**config.mk**
```make
export PLATFORM = sky130hd
export DESIGN_NAME = snake_body_engine
export DESIGN_NICKNAME = d
export VERILOG_FILES = /design/src/rtl/snake_pkg.sv /design/src/rtl/snake_seg_ram.sv /design/src/rtl/snake_body_engine.sv
export SDC_FILE = /design/constraint.sdc
export NUM_CORES = 1
export LEC_CHECK = 0
export ABC_AREA = 1
export ABC_CLOCK_PERIOD_IN_PS = 6500
export BUFFER_PORTS_ARGS = -buffer_cell sky130_fd_sc_hd__clkbuf_2
export CAP_MARGIN = 10
export CORE_ASPECT_RATIO = 0.7
export CORE_MARGIN = 5
export CORE_UTILIZATION = 50
export DETAILED_ROUTE_END_ITERATION = 7
export HOLD_SLACK_MARGIN = 0.15
export PLACE_DENSITY = 0.72
export SLEW_MARGIN = 15
export SYNTH_ARGS = -nofsm -noshare
export SYNTH_HDL_FRONTEND = slang
export SYNTH_SLANG_ARGS = --single-unit
```
**constraint.sdc**
```tcl
create_clock -name clk -period 6.5 [get_ports clk]
set_clock_uncertainty 0.15 [all_clocks]
set_input_delay 0 -clock clk [delete_from_list [all_inputs] [get_ports clk]]
set_output_delay 0 -clock clk [all_outputs]
set_load 0.01 [all_outputs]
```
**src/rtl/snake_pkg.sv**
```systemverilog
// Shared definitions for the snake movement engine.
//   DIR_*       two-bit direction codes driven on dir_in
//   state_e     top-level game FSM state
//   step_t      per-axis two's-complement unit delta for one move
//   is_reverse  true when two directions point opposite ways
//   step        unit delta for a direction
package snake_pkg;

    localparam logic [1:0] DIR_DOWN  = 2'b00;
    localparam logic [1:0] DIR_UP    = 2'b01;
    localparam logic [1:0] DIR_RIGHT = 2'b10;
    localparam logic [1:0] DIR_LEFT  = 2'b11;

    typedef enum logic [1:0] {
        ST_IDLE   = 2'd0,
        ST_RUN    = 2'd1,
        ST_PAUSED = 2'd2,
        ST_OVER   = 2'd3
    } state_e;

    // 2'b01 = +1, 2'b11 = -1, 2'b00 = 0
    typedef struct packed {
        logic [1:0] dx;
        logic [1:0] dy;
    } step_t;

    // Opposite directions share the axis bit and differ in the sign bit.
    function automatic logic is_reverse(input logic [1:0] a, input logic [1:0] b);
        return (a[1] == b[1]) && (a[0] != b[0]);
    endfunction

    function automatic step_t step(input logic [1:0] dir);
        step_t s;
        s = '0;
        case (dir)
            DIR_DOWN:  s.dy = 2'b01;
            DIR_UP:    s.dy = 2'b11;
            DIR_RIGHT: s.dx = 2'b01;
            default:   s.dx = 2'b11;
        endcase
        return s;
    endfunction

endpackage

```
**src/rtl/snake_seg_ram.sv**
```systemverilog
// Ring buffer of snake body segments with two parallel compare ports.
// Segment i of the snake lives in slot (head_ptr + i) mod MAX_LEN.
//   clk, reset      clock, synchronous active-high reset
//   init_i          reload the starting body (same effect as reset)
//   we_i/waddr_i    write a new head cell {wx_i, wy_i}
//   head_ptr_i      slot holding segment 0
//   head_x_o/y_o    cell of segment 0
//   a_* / b_*       compare ports: hit when any of the first *_cnt_i
//                   segments (counted from the head) equals {*_x_i, *_y_i}
module snake_seg_ram
    import snake_pkg::*;
#(
    parameter int MAX_LEN   = 16,
    parameter int START_LEN = 4,
    parameter int START_Y   = 13,
    parameter int XW        = 6,
    parameter int YW        = 6,
    parameter int LW        = 5,
    parameter int PW        = 4
) (
    input  logic          clk,
    input  logic          reset,
    input  logic          init_i,
    input  logic          we_i,
    input  logic [PW-1:0] waddr_i,
    input  logic [XW-1:0] wx_i,
    input  logic [YW-1:0] wy_i,
    input  logic [PW-1:0] head_ptr_i,
    output logic [XW-1:0] head_x_o,
    output logic [YW-1:0] head_y_o,
    input  logic [XW-1:0] a_x_i,
    input  logic [YW-1:0] a_y_i,
    input  logic [LW-1:0] a_cnt_i,
    output logic          a_hit_o,
    input  logic [XW-1:0] b_x_i,
    input  logic [YW-1:0] b_y_i,
    input  logic [LW-1:0] b_cnt_i,
    output logic          b_hit_o
);

    logic [XW-1:0] seg_x_q [MAX_LEN];
    logic [YW-1:0] seg_y_q [MAX_LEN];
    logic [PW-1:0] rel     [MAX_LEN];

    always_ff @(posedge clk) begin
        if (reset || init_i) begin
            for (int i = 0; i < MAX_LEN; i++) begin
                seg_x_q[i] <= (i < START_LEN) ? XW'(START_LEN - 1 - i) : '0;
                seg_y_q[i] <= YW'(START_Y);
            end
        end else if (we_i) begin
            seg_x_q[waddr_i] <= wx_i;
            seg_y_q[waddr_i] <= wy_i;
        end
    end

    // Distance of each slot from the head, wrapping mod MAX_LEN.
    always_comb begin
        for (int i = 0; i < MAX_LEN; i++) begin
            rel[i] = PW'(i) - head_ptr_i;
        end
    end

    always_comb begin
        a_hit_o = 1'b0;
        b_hit_o = 1'b0;
        for (int i = 0; i < MAX_LEN; i++) begin
            if ((LW'(rel[i]) < a_cnt_i) && (seg_x_q[i] == a_x_i) && (seg_y_q[i] == a_y_i))
                a_hit_o = 1'b1;
            if ((LW'(rel[i]) < b_cnt_i) && (seg_x_q[i] == b_x_i) && (seg_y_q[i] == b_y_i))
                b_hit_o = 1'b1;
        end
    end

    assign head_x_o = seg_x_q[head_ptr_i];
    assign head_y_o = seg_y_q[head_ptr_i];

endmodule

```
**src/rtl/snake_body_engine.sv**
```systemverilog
// Snake movement engine: keeps the body in a ring buffer, moves one cell per
// tick, detects wall/self collisions, handles growth and answers registered
// per-cell occupancy queries for the pixel pipeline.
//   clk, reset            clock, synchronous active-high reset
//   tick                  one-cycle move strobe
//   start/pause/resume/esc game control pulses
//   dir_in                requested direction (00 down, 01 up, 10 right, 11 left)
//   grow                  lengthen on the next move
//   q_x, q_y              query cell; q_hit/q_head answer one cycle later
//   head_x, head_y        current head cell
//   length                current segment count
//   running, game_over    state == RUN / state == OVER
//
// state     | meaning
// ST_IDLE   | after reset, snake shown but not moving
// ST_RUN    | snake advances on tick
// ST_PAUSED | frozen, resume returns to RUN
// ST_OVER   | collision happened, only start/reset leave
module snake_body_engine
    import snake_pkg::*;
#(
    parameter  int GRID_W    = 64,
    parameter  int GRID_H    = 48,
    parameter  int MAX_LEN   = 16,
    parameter  int START_LEN = 4,
    parameter  int START_Y   = 13,
    localparam int XW        = $clog2(GRID_W),
    localparam int YW        = $clog2(GRID_H),
    localparam int LW        = $clog2(MAX_LEN + 1)
) (
    input  logic          clk,
    input  logic          reset,
    input  logic          tick,
    input  logic          start,
    input  logic          pause,
    input  logic          resume,
    input  logic          esc,
    input  logic [1:0]    dir_in,
    input  logic          grow,
    input  logic [XW-1:0] q_x,
    input  logic [YW-1:0] q_y,
    output logic          q_hit,
    output logic          q_head,
    output logic [XW-1:0] head_x,
    output logic [YW-1:0] head_y,
    output logic [LW-1:0] length,
    output logic          running,
    output logic          game_over
);

    localparam int            PW       = $clog2(MAX_LEN);
    localparam logic [XW:0]   X_LIMIT  = (XW + 1)'(GRID_W);
    localparam logic [YW:0]   Y_LIMIT  = (YW + 1)'(GRID_H);
    localparam logic [LW-1:0] LEN_MAX  = LW'(MAX_LEN);
    localparam logic [LW-1:0] LEN_INIT = LW'(START_LEN);

    state_e        state_q, state_d;
    logic [1:0]    cur_dir_q, cur_dir_d;
    logic [1:0]    pend_dir_q, pend_dir_d;
    logic [1:0]    ref_dir;
    logic          grow_pend_q, grow_pend_d;
    logic [LW-1:0] len_q, len_d;
    logic [PW-1:0] hptr_q, hptr_d;
    logic          q_hit_q, q_hit_d;
    logic          q_head_q, q_head_d;

    logic [XW-1:0] head_x_w;
    logic [YW-1:0] head_y_w;
    step_t         stp;
    logic [XW:0]   nx_w;
    logic [YW:0]   ny_w;
    logic          wall_w;
    logic          self_w;
    logic [LW-1:0] col_cnt;
    logic          move_req;
    logic          collide;
    logic          do_move;

    // Next head computed one bit wider so 0-1 lands above the limit.
    assign stp     = step(pend_dir_q);
    assign nx_w    = {1'b0, head_x_w} + {{(XW - 1){stp.dx[1]}}, stp.dx};
    assign ny_w    = {1'b0, head_y_w} + {{(YW - 1){stp.dy[1]}}, stp.dy};
    assign wall_w  = (nx_w >= X_LIMIT) || (ny_w >= Y_LIMIT);

    // The tail cell is vacated by a plain move, so it only counts when growing.
    assign col_cnt = grow_pend_q ? len_q : (len_q - LW'(1));

    assign move_req = (state_q == ST_RUN) && tick && !start && !pause && !esc;
    assign collide  = move_req && (wall_w || self_w);
    assign do_move  = move_req && !collide;

    snake_seg_ram #(
        .MAX_LEN   (MAX_LEN),
        .START_LEN (START_LEN),
        .START_Y   (START_Y),
        .XW        (XW),
        .YW        (YW),
        .LW        (LW),
        .PW        (PW)
    ) u_seg_ram (
        .clk        (clk),
        .reset      (reset),
        .init_i     (start),
        .we_i       (do_move),
        .waddr_i    (hptr_d),
        .wx_i       (nx_w[XW-1:0]),
        .wy_i       (ny_w[YW-1:0]),
        .head_ptr_i (hptr_q),
        .head_x_o   (head_x_w),
        .head_y_o   (head_y_w),
        .a_x_i      (nx_w[XW-1:0]),
        .a_y_i      (ny_w[YW-1:0]),
        .a_cnt_i    (col_cnt),
        .a_hit_o    (self_w),
        .b_x_i      (q_x),
        .b_y_i      (q_y),
        .b_cnt_i    (len_q),
        .b_hit_o    (q_hit_d)
    );

    always_ff @(posedge clk) begin
        if (reset) begin
            state_q <= ST_IDLE;
        end else begin
            state_q <= state_d;
        end
    end

    always_comb begin
        state_d = state_q;
        if (start) begin
            state_d = ST_RUN;
        end else begin
            case (state_q)
                ST_RUN: begin
                    if (pause || esc)
                        state_d = ST_PAUSED;
                    else if (collide)
                        state_d = ST_OVER;
                end
                ST_PAUSED: begin
                    if (!pause && !esc && resume)
                        state_d = ST_RUN;
                end
                default: state_d = state_q;
            endcase
        end
    end

    // On a move the heading becomes pend_dir, so reversal is judged against
    // that; otherwise a turn latched in the move cycle could fold the snake
    // back onto its own neck on the next tick.
    always_comb begin
        ref_dir     = do_move ? pend_dir_q : cur_dir_q;
        pend_dir_d  = is_reverse(dir_in, ref_dir) ? pend_dir_q : dir_in;
        cur_dir_d   = do_move ? pend_dir_q : cur_dir_q;
        grow_pend_d = do_move ? grow : (grow_pend_q | grow);
        hptr_d      = do_move ? (hptr_q - PW'(1)) : hptr_q;
        len_d       = len_q;
        if (do_move && grow_pend_q && (len_q < LEN_MAX))
            len_d = len_q + LW'(1);
        q_head_d    = (head_x_w == q_x) && (head_y_w == q_y);
    end

    always_ff @(posedge clk) begin
        if (reset || start) begin
            cur_dir_q   <= DIR_RIGHT;
            pend_dir_q  <= DIR_RIGHT;
            grow_pend_q <= 1'b0;
            len_q       <= LEN_INIT;
            hptr_q      <= '0;
            q_hit_q     <= 1'b0;
            q_head_q    <= 1'b0;
        end else begin
            cur_dir_q   <= cur_dir_d;
            pend_dir_q  <= pend_dir_d;
            grow_pend_q <= grow_pend_d;
            len_q       <= len_d;
            hptr_q      <= hptr_d;
            q_hit_q     <= q_hit_d;
            q_head_q    <= q_head_d;
        end
    end

    assign q_hit     = q_hit_q;
    assign q_head    = q_head_q;
    assign head_x    = head_x_w;
    assign head_y    = head_y_w;
    assign length    = len_q;
    assign running   = (state_q == ST_RUN);
    assign game_over = (state_q == ST_OVER);

endmodule

```
# Word level (Yosys, flattened, before mapping)

Memory sizes are Yosys's and may differ from the RTL's. A register that Yosys moved wholly into a read port is not among the register bits.
Index checks and enable logic that the tools add are counted.

Bitwise operators: 1
Muxes and demuxes: 56
Add/subtract/negate cells: 21
Magnitude comparators: 35
Eq/ne operators: 77
Reduce and logical (&&, ||, !) cells: 93

Operator list:

| cell                  | count |
|---|---|
| $eq A6 B6 Y1          | 66 |
| $lt A4 B5 Y1          | 32 |
| $logic_and A1 B1 Y1   | 76 |
| $mux W1               | 41 |
| $sub A4 B4 Y4 const A | 8 |
| $mux W4               | 5 |
| $sub A3 B4 Y4 const A | 4 |
| $add A6 B7 Y7         | 2 |
| $mux W6               | 2 |
| $pmux W2 S2           | 3 |
| $reduce_or A6 Y1      | 2 |
| $mux W2               | 4 |
| $sub A1 B4 Y4 const A | 2 |
| $sub A2 B4 Y4 const A | 2 |
| $ge A7 B6 Y1 const B  | 1 |
| $ge A7 B7 Y1 const B  | 1 |
| $eq A2 B2 Y1 const B  | 3 |
| $reduce_and A3 Y1     | 2 |
| $add A5 B1 Y5 const B | 1 |
| $lt A5 B5 Y1 const B  | 1 |
| $mux W5               | 1 |
| $sub A5 B1 Y5 const B | 1 |
| $eq A2 B1 Y1 const B  | 2 |
| $logic_not A1 Y1      | 4 |
| other kinds (13)      | 17 |

Word-level logic and storage cells: 294
Input bits: 22
Flip-flop bits (word level): 18
Output and inout bits: 21
Memories kept: 2
Bits in writable memories: 192

Memory list:

| name              | depth | bits a word | rd ports | clocked after memory_dff | wr ports | RTL line            | text |
|---|---|---|---|---|---|---|---|
| u_seg_ram.seg_x_q | 16    | 6           | 17       | 1                        | 16       | snake_seg_ram.sv:41 | `logic [XW-1:0] seg_x_q [MAX_LEN];` |
| u_seg_ram.seg_y_q | 16    | 6           | 17       | 1                        | 16       | snake_seg_ram.sv:42 | `logic [YW-1:0] seg_y_q [MAX_LEN];` |

# Depth between registers and ports, before layout

Depth in word-level cells: 32
Gate-level depth with buffers: 35
Gate-level depth less buffers: 33

# Cells and area by module

Synthesis repeated with hierarchy kept, for this count alone.

Cells, all modules: 2734
Area, all modules: 18520.3 um^2

Modules (own cells, without submodules):

| module            | times used | area each (um^2) | seq. area each (um^2) | cells each |
|---|---|---|---|---|
| snake_seg_ram     | 1          | 16668.5          | 5765.5                | 2462 |
| snake_body_engine | 1          | 1851.8           | 360.3                 | 272 |

# Least setup slack after synthesis

OpenSTA, ideal clock, no wires.

Path type: register to register
Start: register hptr_q[0]
End: memory u_seg_ram.seg_x_q[15][0] (enable)
Library setup time: 0.382 ns
Path buffers: 7
Stages on the path, launching flop included: 33
Required time: 5.968 ns
Slack: 0.932 ns
Clock period less this slack: 5.568 ns
Arrival: 5.036 ns
Cells stage by stage: dfxtp_1 inv_1 clkbuf_1 clkbuf_1 clkbuf_1 a21oi_1 o21ai_0 nand2_1 nand2_1 nand4_1 fa_1 buf_2 inv_1 buf_2 o22ai_1 nor2_1 nand2_1 nor2_1 nand2_1 nor2_1 nand2_1 nor2_1 nand3b_1 nand2_1 nor2_2 nand3_4 buf_6 nand2_2 o21ai_4 inv_2 nand2_2 buf_2 o21ai_1

RTL lines:

| what                   | RTL line                 | text |
|---|---|---|
| start, declared        | snake_body_engine.sv:63  | `logic [PW-1:0] hptr_q, hptr_d;` |
| start signal, assigned | snake_body_engine.sv:179 | `hptr_q <= hptr_d;` |
| end, declared          | snake_seg_ram.sv:41      |  |

# Worst setup path after layout

Start: register hptr_q[0]
End: register pend_dir_q[1]

Word-level cells in the longest chain between the ends: 27
Elaborated cells between the ends (all ways): 88
Those cells by class: add/sub (16); order compare (16); eq/ne (2); mux (17); reduce/logical (37)

Ends and longest elaborated chain:

| what                                                | RTL line                 | text |
|---|---|---|
| $sub A1 B4 Y4                                       | snake_seg_ram.sv:60      | `rel[i] = PW'(i) - head_ptr_i;` |
| $lt A4 B5 Y1                                        | snake_seg_ram.sv:68      | `if ((LW'(rel[i]) < a_cnt_i) && (seg_x_q[i] == a_x_i) && (seg_y_q[i] == a_y_i))` |
| $logic_and A1 B1 Y1 (2 in a row)                    | snake_seg_ram.sv:68      |  |
| $mux W1 (15 in a row)                               | snake_seg_ram.sv:68      |  |
| $mux W1 *                                           | snake_seg_ram.sv:68      |  |
| $logic_or A1 B1 Y1 *                                | snake_body_engine.sv:89  | `assign collide = move_req && (wall_w \|\| self_w);` |
| $logic_and A1 B1 Y1 *                               | snake_body_engine.sv:89  |  |
| $logic_not A1 Y1 *                                  | snake_body_engine.sv:90  | `assign do_move = move_req && !collide;` |
| $logic_and A1 B1 Y1 *                               | snake_body_engine.sv:90  |  |
| $mux W2 *                                           | n/a                      |  |
| $eq A1 B1 Y1 / $ne A1 B1 Y1 (equally long branches) | snake_pkg.sv:29          | `return (a[1] == b[1]) && (a[0] != b[0]);` |
| $logic_and A1 B1 Y1 *                               | snake_pkg.sv:29          |  |
| end signal, assigned                                | snake_body_engine.sv:176 | `pend_dir_q <= pend_dir_d;` |
| end, declared                                       | snake_body_engine.sv:59  | `logic [1:0] pend_dir_q, pend_dir_d;` |

Mark *: on every way between the ends. The rest lies on a longest branch, timed or not.
A chain may end at the register's enable or synchronous reset.

==> flow_metrics.env <==
export IMPL_synth_cells=2431
export IMPL_start_util_pct=50.9
export IMPL_fin_cells=3011
export IMPL_rsz0062_at_grt="no"
export IMPL_drt_iter0_markers=3082
export IMPL_ys_async_sr_fraction_pct=0
export IMPL_drc=0
export IMPL_mostFrequentLayoutCells="572 x nand2_1, 330 x nor2_1, 223 x inv_1"
export IMPL_crit_path_top_delay_cell="dlygate4sd3_1"
export IMPL_wl_per_cell_um=28.4
export IMPL_netSwitchingFraction_pct=32.1
export IMPL_clock_sinks=210
export IMPL_hp_start="q_y[1]"
export IMPL_worstSetupEndpointType="register"
export IMPL_switchingPower_mw=1.28
export IMPL_p_comb_share_pct=21.6
export IMPL_synthFlopType="edfxtp_1"
export IMPL_hpwl_mm=63.2
export IMPL_period_minus_slack_ps=6330
export IMPL_worstRegToRegCells=31
export IMPL_synth_seq_cells=210
export IMPL_cts_tree="built"
export IMPL_slew_violations=0
export IMPL_p_clk_share_pct=39.2
export IMPL_fmax_ghz=0.158
export IMPL_required_ps=6800
export IMPL_grt_overflow_total=0
export IMPL_dp_cells=2936
export IMPL_final_common_cell="nand2_1"
export IMPL_htree_levels=1
export IMPL_p_leak_nw=9.04
export IMPL_place_gp_congestion=1.08
export IMPL_ys_warn_count=0
export IMPL_arrival_ps=6620
export IMPL_r2r_end="pend_dir_q[1]$_SDFFE_PP1N_"
export IMPL_area_delta_synth_final_pct=14.4
export IMPL_synth_fp_nets=2536
export IMPL_finalCritPeriodShare_pct=97.3
export IMPL_holdPathEnd="q_head$_SDFF_PP0_"
export IMPL_vias_per_cell=6.20
export IMPL_drive_above_1_share_pct=10.8
export IMPL_clk_pin_slew_ps=70
export IMPL_clockBufferDepth=3
export IMPL_hold_class="primary input to register"
export IMPL_internal_power_mw=2.71
export IMPL_clock_latency_ps=570
export IMPL_drtAntennaViolNets=0
export IMPL_grtUsageTotal_pct=41.2
export IMPL_hold_viol=0
export IMPL_synth_cell_types=54
export IMPL_vdd_drop_max_v=0.000206
export IMPL_cp_max_fo=21
export IMPL_grt_pass1_wl_mm=119
export IMPL_synthTopCellsByArea="edfxtp_1 33%, nand2_1 12%, xor2_1 9.0%"
export IMPL_dr_pass1_iters=8
export IMPL_ioPinCount=43
export IMPL_floorplan_die_area_um2=39400
export IMPL_synth_edf_count=192
export IMPL_cp_start_kind="register"
export IMPL_path_class="register to register"
export IMPL_fp_dieH_um=168
export IMPL_fill_cells=3244
export IMPL_setup_viol=0
export IMPL_grt_pass1_vias=16800
export IMPL_fp_row_count=57
export IMPL_synthesis_area_um2=17700
export IMPL_post_place_ws_ps=-26.3
export IMPL_cts_buffers=24
export IMPL_fp_dieW_um=235
export IMPL_post_dp_cell_area_um2=19000
export IMPL_syn_area_per_cell_um2=7.30
export IMPL_antenna_found_initial=5
export IMPL_tightestPinTransition_ps=1280
export IMPL_routed_wirelength_mm=85.5
export IMPL_maxCapViolations=0
export IMPL_io_buffers=42
export IMPL_setup_slack_ps=175
export IMPL_final_net_count=2623
export IMPL_power_density_nw_per_um2=197
export IMPL_slowest_delay_ps=580
export IMPL_status="complete, no violations"
export IMPL_fin_area_um2=20300
export IMPL_cp_startpoint="hptr_q[0]$_SDFF_PP0_"
export IMPL_hold_path_depth=6
export IMPL_seqPwrFrac_pct=39.2
export IMPL_vias=18700
export IMPL_synth_top_area_share_pct=32.5
export IMPL_r2r_slack_ps=170
export IMPL_relSlewSlack_pct=13.6
export IMPL_whs_ps=183
export IMPL_synth_largest_area_cell="edfxtp_1"
export IMPL_reg2reg_from="hptr_q[0]$_SDFF_PP0_"
export IMPL_grt_max_degree=82
export IMPL_coreArea_um2=34900
export IMPL_clockRootBuffer="clkbuf_16"
export IMPL_crit_path_frequent_cell="nand2_1"
export IMPL_ys_seq_area_share_pct=34.5
stage by stage:
step	power (mW)	TNS (ps)	utilization, %
finish	3.99	0	58.2
global route	4.09	0	58.2
CTS	3.93	0	57.8
detailed placement	2.39	-333	54.6
global placement	2.39	-672	54.6
floorplan	2.04	0	-
registers in the layout (all words and copies together) (netlist names):
signal / count
u_seg_ram.seg_x_q: 96
u_seg_ram.seg_y_q: 96
state_q: 2
pend_dir_q: 2
q_head: 1
length: 5
q_hit: 1
hptr_q: 4
cur_dir_q: 2
grow_pend_q: 1
cell families after synthesis:
| group | after synthesis | share of synthesized area [%] |
|---|---|---|
| buffers and inverters | 369 | 8.35 |
| XOR/XNOR | 246 | 12.3 |
| AO/OA/AOI/OAI | 310 | 9.69 |
| adder cells (fa/ha/maj) | 83 | 5.94 |
| AND/OR/NAND/NOR | 1213 | 29.2 |
| flip-flops | 210 | 34.5 |
critical path: cells and delay by family, from the launching register on:
family | cells | cell delay [ps]
buf+inv | 6 | 1910
compound gates | 2 | 610
flops | 1 | 400
simple gates | 21 | 2320
fa+ha+maj | 2 | 800
power by group through the flow:
stage,sequential [mW],combinational [mW],clock [mW]
floorplan,1.57,0.478,0
global placement,1.59,0.797,0
detailed placement,1.59,0.799,0
CTS,1.56,0.815,1.56
global route,1.57,0.901,1.62
finish,1.56,0.864,1.56
cells in the mapped netlist (all sizes together), types with 2 or more instances:
library cell	n
nand4	56
xnor2	62
buf	54
o21ai	136
edfxtp	192
nand3b	13
o21bai	6
nand2	595
ha	81
dfxtp	18
nand3	136
a221oi	4
a21o	8
and3	2
o22ai	15
o41ai	4
o21a	2
a211oi	4
xnor3	2
nor4	22
nor2	346
o2111ai	3
xor2	182
a21oi	121
clkinv	4
inv	238
clkbuf	73
nor3	40
fa	2
routing by layer:
metal	vias up	part of all wire (%)	track usage, %
li1	8146	-	-
met2	1513	38	56.0
met1	8763	40	58.5
met5	-	0.0094	0
met4	2	4.1	12.7
met3	236	18	18.8
timing repair:
item                                    in CTS  in global routing
gates cloned                                 0                  3
hold buffers                                22                  0
gates resized for setup                      3                 19
endpoints found under the setup margin      26                266
pin swaps                                    0                  3
endpoints found under the hold margin       24                  0
setup buffers                                0                  3
worst max-delay path by stage:
| stage | endpoint | slack [ps] | depth (start not counted) |
|---|---|---|---|
| floorplan | u_seg_ram.seg_x_q[15][0]$_SDFFCE_PN0P_ | 930 | 32 |
| global placement | u_seg_ram.seg_x_q[3][0]$_SDFFCE_PN0P_ | -60 | 30 |
| detailed placement | u_seg_ram.seg_y_q[3][2]$_SDFFCE_PN1P_ | -30 | 30 |
| CTS | pend_dir_q[1]$_SDFFE_PP1N_ | 120 | 31 |
| global route | pend_dir_q[1]$_SDFFE_PP1N_ | 20 | 33 |
| finish | pend_dir_q[1]$_SDFFE_PP1N_ | 170 | 31 |
layout make-up:
cell class | count | area [um^2] | area share (%)
Antenna cell | 3 | 7.51 | 0.0370
Clock buffer | 29 | 629 | 3.10
Clock inverter | 15 | 249 | 1.23
Inverter | 242 | 911 | 4.49
Multi-Input combinational cell | 1852 | 10200 | 50.1
Sequential cell | 210 | 6130 | 30.2
Tap cell | 472 | 591 | 2.91
Timing Repair Buffer | 188 | 1600 | 7.90
Note: power is estimated with default switching activity, not from simulation.
